--- src/rtl/run_ctrl.sv ---
// Run controller upstream of the core: holds the core in reset on start, releases it,
// watches prog_ctr for the halt address, counts RUN cycles and aborts runaway programs.
module run_ctrl #(
  parameter int D       = 12,
  parameter int HALT_PC = 128,
  parameter int CW      = 16,
  parameter int MAX_CYC = 4000,
  parameter int RST_CYC = 2
) (
  input  logic          clk,
  input  logic          reset,
  input  logic          req,
  input  logic [D-1:0]  prog_ctr,
  output logic          core_reset,
  output logic          core_en,
  output logic          busy,
  output logic          done,
  output logic          timeout,
  output logic [CW-1:0] cycle_cnt
);

  localparam int RCW = (RST_CYC > 1) ? $clog2(RST_CYC) : 1;
  localparam logic [RCW-1:0] RST_LAST = RCW'(RST_CYC - 1);
  localparam logic [CW-1:0]  MAX_V    = CW'(MAX_CYC);
  localparam logic [D-1:0]   HALT_V   = D'(HALT_PC);

  typedef enum logic [1:0] {
    S_IDLE = 2'd0,
    S_RST  = 2'd1,
    S_RUN  = 2'd2,
    S_DONE = 2'd3
  } state_t;

  state_t         r_state;
  state_t         w_state_next;
  logic [RCW-1:0] r_rst_cnt;
  logic [RCW-1:0] w_rst_cnt_next;
  logic [CW-1:0]  r_cycle_cnt;
  logic [CW-1:0]  w_cycle_cnt_next;
  logic [CW-1:0]  w_cycle_inc;
  logic           r_timeout;
  logic           w_timeout_next;
  logic           w_halt;
  logic           r_core_reset;
  logic           r_core_en;
  logic           r_busy;
  logic           r_done;

  assign w_halt      = (prog_ctr == HALT_V);
  assign w_cycle_inc = r_cycle_cnt + 1'b1;

  always_comb begin
    w_state_next     = r_state;
    w_rst_cnt_next   = r_rst_cnt;
    w_cycle_cnt_next = r_cycle_cnt;
    w_timeout_next   = r_timeout;
    case (r_state)
      S_IDLE: begin
        if (req) begin
          w_state_next     = S_RST;
          w_rst_cnt_next   = '0;
          w_cycle_cnt_next = '0;
          w_timeout_next   = 1'b0;
        end
      end
      S_RST: begin
        if (r_rst_cnt == RST_LAST) begin
          w_state_next = S_RUN;
        end else begin
          w_rst_cnt_next = r_rst_cnt + 1'b1;
        end
      end
      S_RUN: begin
        // The halting cycle is still counted; halt takes priority over the limit.
        w_cycle_cnt_next = w_cycle_inc;
        if (w_halt) begin
          w_state_next   = S_DONE;
          w_timeout_next = 1'b0;
        end else if (w_cycle_inc == MAX_V) begin
          w_state_next   = S_DONE;
          w_timeout_next = 1'b1;
        end
      end
      S_DONE: begin
        if (!req) begin
          w_state_next = S_IDLE;
        end
      end
      default: begin
        w_state_next = S_IDLE;
      end
    endcase
  end

  // Outputs are decoded from the next state so they line up with the state register.
  always_ff @(posedge clk) begin
    if (reset) begin
      r_state      <= S_IDLE;
      r_rst_cnt    <= '0;
      r_cycle_cnt  <= '0;
      r_timeout    <= 1'b0;
      r_core_reset <= 1'b1;
      r_core_en    <= 1'b0;
      r_busy       <= 1'b0;
      r_done       <= 1'b0;
    end else begin
      r_state      <= w_state_next;
      r_rst_cnt    <= w_rst_cnt_next;
      r_cycle_cnt  <= w_cycle_cnt_next;
      r_timeout    <= w_timeout_next;
      r_core_reset <= (w_state_next == S_IDLE) || (w_state_next == S_RST);
      r_core_en    <= (w_state_next == S_RUN);
      r_busy       <= (w_state_next == S_RST) || (w_state_next == S_RUN);
      r_done       <= (w_state_next == S_DONE);
    end
  end

  assign core_reset = r_core_reset;
  assign core_en    = r_core_en;
  assign busy       = r_busy;
  assign done       = r_done;
  assign timeout    = r_timeout;
  assign cycle_cnt  = r_cycle_cnt;

endmodule

--- config.mk ---
export PLATFORM = sky130hd
export DESIGN_NAME = run_ctrl
export DESIGN_NICKNAME = d
export VERILOG_FILES = /design/src/rtl/run_ctrl.sv
export SDC_FILE = /design/constraint.sdc
export NUM_CORES = 1
export LEC_CHECK = 0
export BUFFER_PORTS_ARGS = -buffer_cell sky130_fd_sc_hd__buf_2
export CAP_MARGIN = 20
export CORE_ASPECT_RATIO = 1.75
export CORE_MARGIN = 3
export CORE_UTILIZATION = 55
export CTS_CLUSTER_SIZE = 30
export DETAILED_ROUTE_END_ITERATION = 7
export MAX_ROUTING_LAYER = met4
export PLACE_DENSITY = 0.82
export SLEW_MARGIN = 10
export SYNTH_ARGS = -nofsm -noshare
export SYNTH_HDL_FRONTEND = slang
export SYNTH_SLANG_ARGS = --single-unit
--- constraint.sdc ---
create_clock -name clk -period 3.8 [get_ports clk]
set_input_delay 0.38 -clock clk [delete_from_list [all_inputs] [get_ports clk]]
set_output_delay 0.38 -clock clk [all_outputs]
set_load 0.01 [all_outputs]
# Yosys cells after proc, flatten, opt, wreduce, memory -nomap -nowiden
# Index checks and enable logic that the tools add are counted.
# word_totals
out_inout_bits	21
wordCells	43
ff_bits	24
# op_classes
n_eq_ne	10
reduce_logical	9
add_sub_neg	2
muxes	14
# ops
cell	count
one-hot mux 16 bit (2 select lines)	1
adder 16 x 1 -> 16 bit (second input constant)	1
equality test 16 x 12 -> 1 bit (second input constant)	1
2-to-1 mux 16 bit	1
equality test 12 x 8 -> 1 bit (second input constant)	1
2-to-1 mux 2 bit	5
equality test 2 bit (second input constant)	4
one-hot mux 2 bit (4 select lines)	1
equality test 2 x 1 -> 1 bit (second input constant)	2
zero test 2 bit	2
2-to-1 mux 1 bit	4
one-hot mux 1 bit (2 select lines)	2
AND reduction 2 bit	2
nonzero test 2 bit	2
inequality test 3 bit (second input constant)	1
AND reduction 3 bit	1
logical OR 1 bit	2
inequality test 2 bit (second input constant)	1
adder 1 bit (second input constant)	1

# Longest topological paths before layout
# depth
depth_word	7
ltp_mapped	9
depth_no_buf	8

# Worst setup path before layout
# Ideal clock, no wire load.
# synth_timing
kind	reg2reg
from	register r_cycle_cnt[1] (netlist: cycle_cnt[1])
to	register r_busy (netlist: busy)
period_less_slack_ns	2.553
arrival_ns	2.424
slack_ns	1.247
required_time_ns	3.671
n_path_buf	1
stages_incl_launch_ff	10
cell_sequence	dfxtp_1 -> ha_1 -> and3_1 -> buf_6 -> a32o_1 -> a32oi_1 -> or4_4 -> o31ai_1 -> ha_1 -> nor2b_1
# synth_between
elab_chain_cells	7
word_cells_on_any_way	8
classes_between	1 x add/sub; 3 x eq/ne; 3 x mux; 1 x reduce/logical
# synth_lines
item	line	text
start: declaration	38	logic [CW-1:0] r_cycle_cnt;
start signal: assignment	109	r_cycle_cnt <= w_cycle_cnt_next;
adder 16 x 1 -> 16 bit (*)	50	assign w_cycle_inc = r_cycle_cnt + 1'b1;
equality test 16 x 12 -> 1 bit (*)	79	end else if (w_cycle_inc == MAX_V) begin
2-to-1 mux 2 bit (*)	79	
2-to-1 mux 2 bit (*)	76	if (w_halt) begin
one-hot mux 2 bit (4 select lines) (*)	57	case (r_state)
equality test 2 x 1 -> 1 bit or equality test 2 bit (tied branches)	113	r_busy <= (w_state_next == S_RST) || (w_state_next == S_RUN);
logical OR 1 bit (*)	113	
end signal: assignment	113	
end: declaration	46	logic r_busy;
# Mark *: on every way between the ends. The rest lies on a longest branch, timed or not.
# A chain may end at the register's enable or synchronous reset.

# Worst setup path after layout
# Same ends and word-level chain as after synthesis.

==> impl_summary.md <==
Yosys
The sequential cell area fraction in the yosys report is 0.3124. For this run, asynchronously set or reset flops after synthesis account for 0. A synthesized cell averages 8.267 um2. The synthesized instance count is about 190.

The predominant post-synthesis flop cell is sky130_fd_sc_hd__dfxtp_1. Yosys mapped a number of flops with a built-in enable equal to 0. The number of library cell types mapped by synthesis is between 50 and 60. For this run, the number of Yosys warnings is 0. After synthesis the netlist holds a flip-flop and latch count of 24. The netlist area before placement is ~1500 um2. The number of nets handed over by synthesis was slightly above 200.

Pwr
For this design the static power due to leakage is roughly 0.7 nW. The worst-case IR drop observed on VDD is 0.2279 mV. For this design the ratio of total power to cell area is a little over 300 nW/um2.

Critical path
Among all stages on the critical path, the largest delay is contributed by sky130_fd_sc_hd__or4_4. The cell repeated most along the worst path is sky130_fd_sc_hd__ha_1. The kind of capture point of the worst setup path is a flip-flop. The startpoint identified for the worst register-to-register timing path is cycle_cnt[1].

STA puts the critical path data arrival time at between 2 and 3 ns. The signal on the critical path passes through ha_1 -> and3_1 -> a32o_1 -> a32oi_1 -> or4_4 -> o31ai_1 -> ha_1 -> nor2b_1. The endpoint of the worst-slack reg-to-reg timing path is busy. Counting cells, the worst reg-to-reg path comes to 8. The number of buffers and inverters on the critical path is 0. The most critical setup path has its startpoint at cycle_cnt[1]. Setup slack on the worst reg-to-reg path comes out at between 0.9 and 1 ns. In this run the worst path has a maximum fanout of 10. The last element of the critical path is busy. Grouping stages by cell kind, the critical path spends the most delay in simple AND/OR/NAND/NOR gates. The largest stage delay on the critical path is roughly 0.59 ns.

The worst setup path is launched from a flip-flop. The required time of the worst setup path is 3.95 ns. The start-to-end type of the worst setup path is reg -> reg.

The number of cells on the critical path is 8.

Clock tree
The tree built by TritonCTS fans out to 24 sinks. The clock tree from TritonCTS is yes. In this run the number of H-tree levels came out at 1.

The clock reaches the later pin of the worst-skew pair after 0.27 ns. After clock tree synthesis, the repair step resized 0 gates. The number of buffers inserted by hold repair at cts is 0. The clock passes through at most 2 buffers.

The number of setup buffers added after CTS is 0. The CTS clock-pin slew for the worst setup and hold paths is roughly 0.090 ns. The number of buffers added by the clock tree synthesis step is 3. The tree is rooted in a sky130_fd_sc_hd__clkbuf_8.

Drt
The number of optimization iterations in the first detailed-route pass is 4. After detailed routing, the average wire length per cell comes to 16.85 um. The DRC violation count after routing is 0. The detail-routed via count per cell is between 6 and 7. Summing over every cut layer, the via total after detailed routing is about 1500. Once detail routing completed, the nets flagged for antenna violations numbered 0. The number of DRC violations after detailed-routing iteration 0 is 109.

The overall routed net length is between 3000 and 4000 um.

Floorplanning
The core region is between 2000 and 3000 um2. For this configuration, the core starts out at a cell density of 0.5954. The die is around 76 um tall. The standard-cell row count is 24. Measured along the x axis, the die boundary spans approximately 46 um. The die area is ~3500 um2. The number of top-level design ports is 36.

Place
The count of port buffers added during placement is 35. After detailed placement, the design holds a cell count of around 230. The detailed-placement wirelength estimate is 2735 um. At the end of routability-driven placement, the weighted congestion stood at 0.9539.

STA
The max-slew violation total from the final report was 0. The total setup violations reported at the end of the flow is 0. Setup repair after global routing left no endpoint under its margin. At the pin with the least slew margin, the transition time is between 0.7 and 0.8 ns. On the final layout, the worst clock skew is around 0.0043 ns. The worst path needs between 2 and 3 ns of the cycle, external delays included. The worst slew slack as a fraction of its limit is 0.5316.

The final hold slack is 0.5032 ns. The upper clock frequency limit is about 0.35 GHz. The final number of hold-violating endpoints is 0.

The share of the clock period used by the worst path is 0.7457. The final total negative setup slack is 0 ns.

Finish
The area growth from synthesis to layout is 10.33%. 0 antenna diodes ended up in the layout. The share of layout cells above drive strength 1 is 0.2596. After filler insertion, the fill cell instance count of the layout stands at 227. The final standard cell count with taps included and fillers excluded is between 200 and 250. For this run, the post-layout net count is about 230.

Run
The max capacitance violation total is 0.

Worst hold path
The type of the worst min-delay path is reg -> reg.

Global routing
The total global routing overflow is 0. The pin count of the biggest net entering global routing is 25. In the global route stage, overall resource usage came out at 0.2415. The first global-routing pass estimated around 6500 um of wire. The via count of the first global-routing pass is 1439. The initial antenna violation count is 0.

Outcome
The run finished with clean final reports.
through the flow:
step	instance area [um2]	power, mW	setup WS [ns]	utilization
after CTS	1689	0.5252	0.9846	0.6541
final	1697	0.5251	0.9662	0.6570
after global routing	1697	0.5457	0.8068	0.6570
after detailed placement	1618	0.3036	1.031	0.6265
after floorplan	1538	0.2893	1.247	-
after global placement	1618	0.3020	1.157	0.6265
worst min-delay path, stage by stage (launching register included):
cell	delay (ns)
sky130_fd_sc_hd__dfxtp_1	0.33
sky130_fd_sc_hd__nand2b_1	0.07
sky130_fd_sc_hd__a21oi_1	0.06
layout make-up:
cell class	instances	area, um2	share of cell area
Clock inverter	1	30.03	0.01770
Sequential cell	24	480.5	0.2832
Timing Repair Buffer	36	182.7	0.1077
Multi-Input combinational cell	142	922.1	0.5435
Tap cell	26	32.53	0.01917
Clock buffer	3	41.29	0.02434
Inverter	2	7.507	0.004425
layer usage:
metal	GRT usage	vias up	share of wire
met4	0.1140	0	0.047
li1	-	731	-
met1	0.2818	704	0.37
met2	0.3936	83	0.52
met3	0.02133	21	0.063
met5	-	-	0
Yosys cell counts (2+ instances only):
cell type	n	area share
sky130_fd_sc_hd__nand4b_1	2	0.011
sky130_fd_sc_hd__inv_1	2	0.0049
sky130_fd_sc_hd__nor3_1	2	0.0065
sky130_fd_sc_hd__nand2_1	7	0.017
sky130_fd_sc_hd__clkbuf_8	2	0.018
sky130_fd_sc_hd__dfxtp_1	24	0.31
sky130_fd_sc_hd__nor2_1	13	0.032
sky130_fd_sc_hd__or2_2	2	0.0081
sky130_fd_sc_hd__nand2b_1	4	0.016
sky130_fd_sc_hd__buf_6	4	0.029
sky130_fd_sc_hd__and2b_2	3	0.017
sky130_fd_sc_hd__a21oi_1	21	0.068
sky130_fd_sc_hd__or3_1	2	0.0081
sky130_fd_sc_hd__clkbuf_1	8	0.020
sky130_fd_sc_hd__buf_4	2	0.0098
sky130_fd_sc_hd__nor2b_1	5	0.020
sky130_fd_sc_hd__a31oi_1	3	0.012
sky130_fd_sc_hd__xnor2_1	3	0.017
sky130_fd_sc_hd__o21ai_0	12	0.039
sky130_fd_sc_hd__nand4_1	3	0.012
sky130_fd_sc_hd__ha_1	4	0.033
sky130_fd_sc_hd__nand3_1	9	0.029
sky130_fd_sc_hd__o31ai_1	4	0.020
sky130_fd_sc_hd__o21a_1	2	0.0098
sky130_fd_sc_hd__nor4_1	5	0.020
sky130_fd_sc_hd__a22oi_1	3	0.015
sky130_fd_sc_hd__and3_1	4	0.016
sky130_fd_sc_hd__or4_1	5	0.024
placed cells by master (no fill, tap or decap), types with 2 or more instances in the layout:
cell type                   n
sky130_fd_sc_hd__a21oi_1   21
sky130_fd_sc_hd__a22oi_1    3
sky130_fd_sc_hd__a31oi_1    3
sky130_fd_sc_hd__and2b_2    3
sky130_fd_sc_hd__and3_1     4
sky130_fd_sc_hd__buf_2     35
sky130_fd_sc_hd__clkbuf_8   3
sky130_fd_sc_hd__dfxtp_1   24
sky130_fd_sc_hd__ha_1       4
sky130_fd_sc_hd__inv_1      2
sky130_fd_sc_hd__nand2_1    7
sky130_fd_sc_hd__nand2b_1   4
sky130_fd_sc_hd__nand3_1    9
sky130_fd_sc_hd__nand4_1    3
sky130_fd_sc_hd__nand4b_1   2
sky130_fd_sc_hd__nor2_1    13
sky130_fd_sc_hd__nor2b_1    5
sky130_fd_sc_hd__nor3_1     2
sky130_fd_sc_hd__nor4_1     5
sky130_fd_sc_hd__o21a_1     2
sky130_fd_sc_hd__o21ai_0   12
sky130_fd_sc_hd__o31ai_1    4
sky130_fd_sc_hd__or2_2      2
sky130_fd_sc_hd__or3_1      2
sky130_fd_sc_hd__or4_1      5
sky130_fd_sc_hd__xnor2_1    3
worst min path at each step:
| stage | startpoint | to | depth (start not counted) |
|---|---|---|---|
| floorplan | reset | done | 1 |
| detailed placement | r_rst_cnt | r_rst_cnt | 2 |
| global route | r_rst_cnt | r_rst_cnt | 2 |
| finish | r_rst_cnt | r_rst_cnt | 2 |
| CTS | r_rst_cnt | r_rst_cnt | 2 |
| global placement | r_rst_cnt | r_rst_cnt | 2 |
logic make-up after synthesis:
family,share of synthesized area
AND/OR/NAND/NOR,0.2937
AO/OA/AOI/OAI,0.2441
flip-flops,0.3124
buffers and inverters,0.08787
XOR/XNOR,0.02279
adder cells (fa/ha/maj),0.03255
multiplexers,0.006510
flip-flops by register name (all words and copies together), names as in the netlist:
register	cells
done	1
timeout	1
core_reset	1
r_state	2
core_en	1
busy	1
cycle_cnt	16
r_rst_cnt	1
report_power, final:
| part | switching (mW) | leakage (nW) | total (mW) | internal, mW |
|---|---|---|---|---|
| combinational | 0.0222 | 0.469 | 0.0407 | 0.0185 |
| clock | 0.0850 | 0.0357 | 0.226 | 0.141 |
| sequential | 0.00369 | 0.194 | 0.258 | 0.255 |
Note: power is estimated with default switching activity, not from simulation.
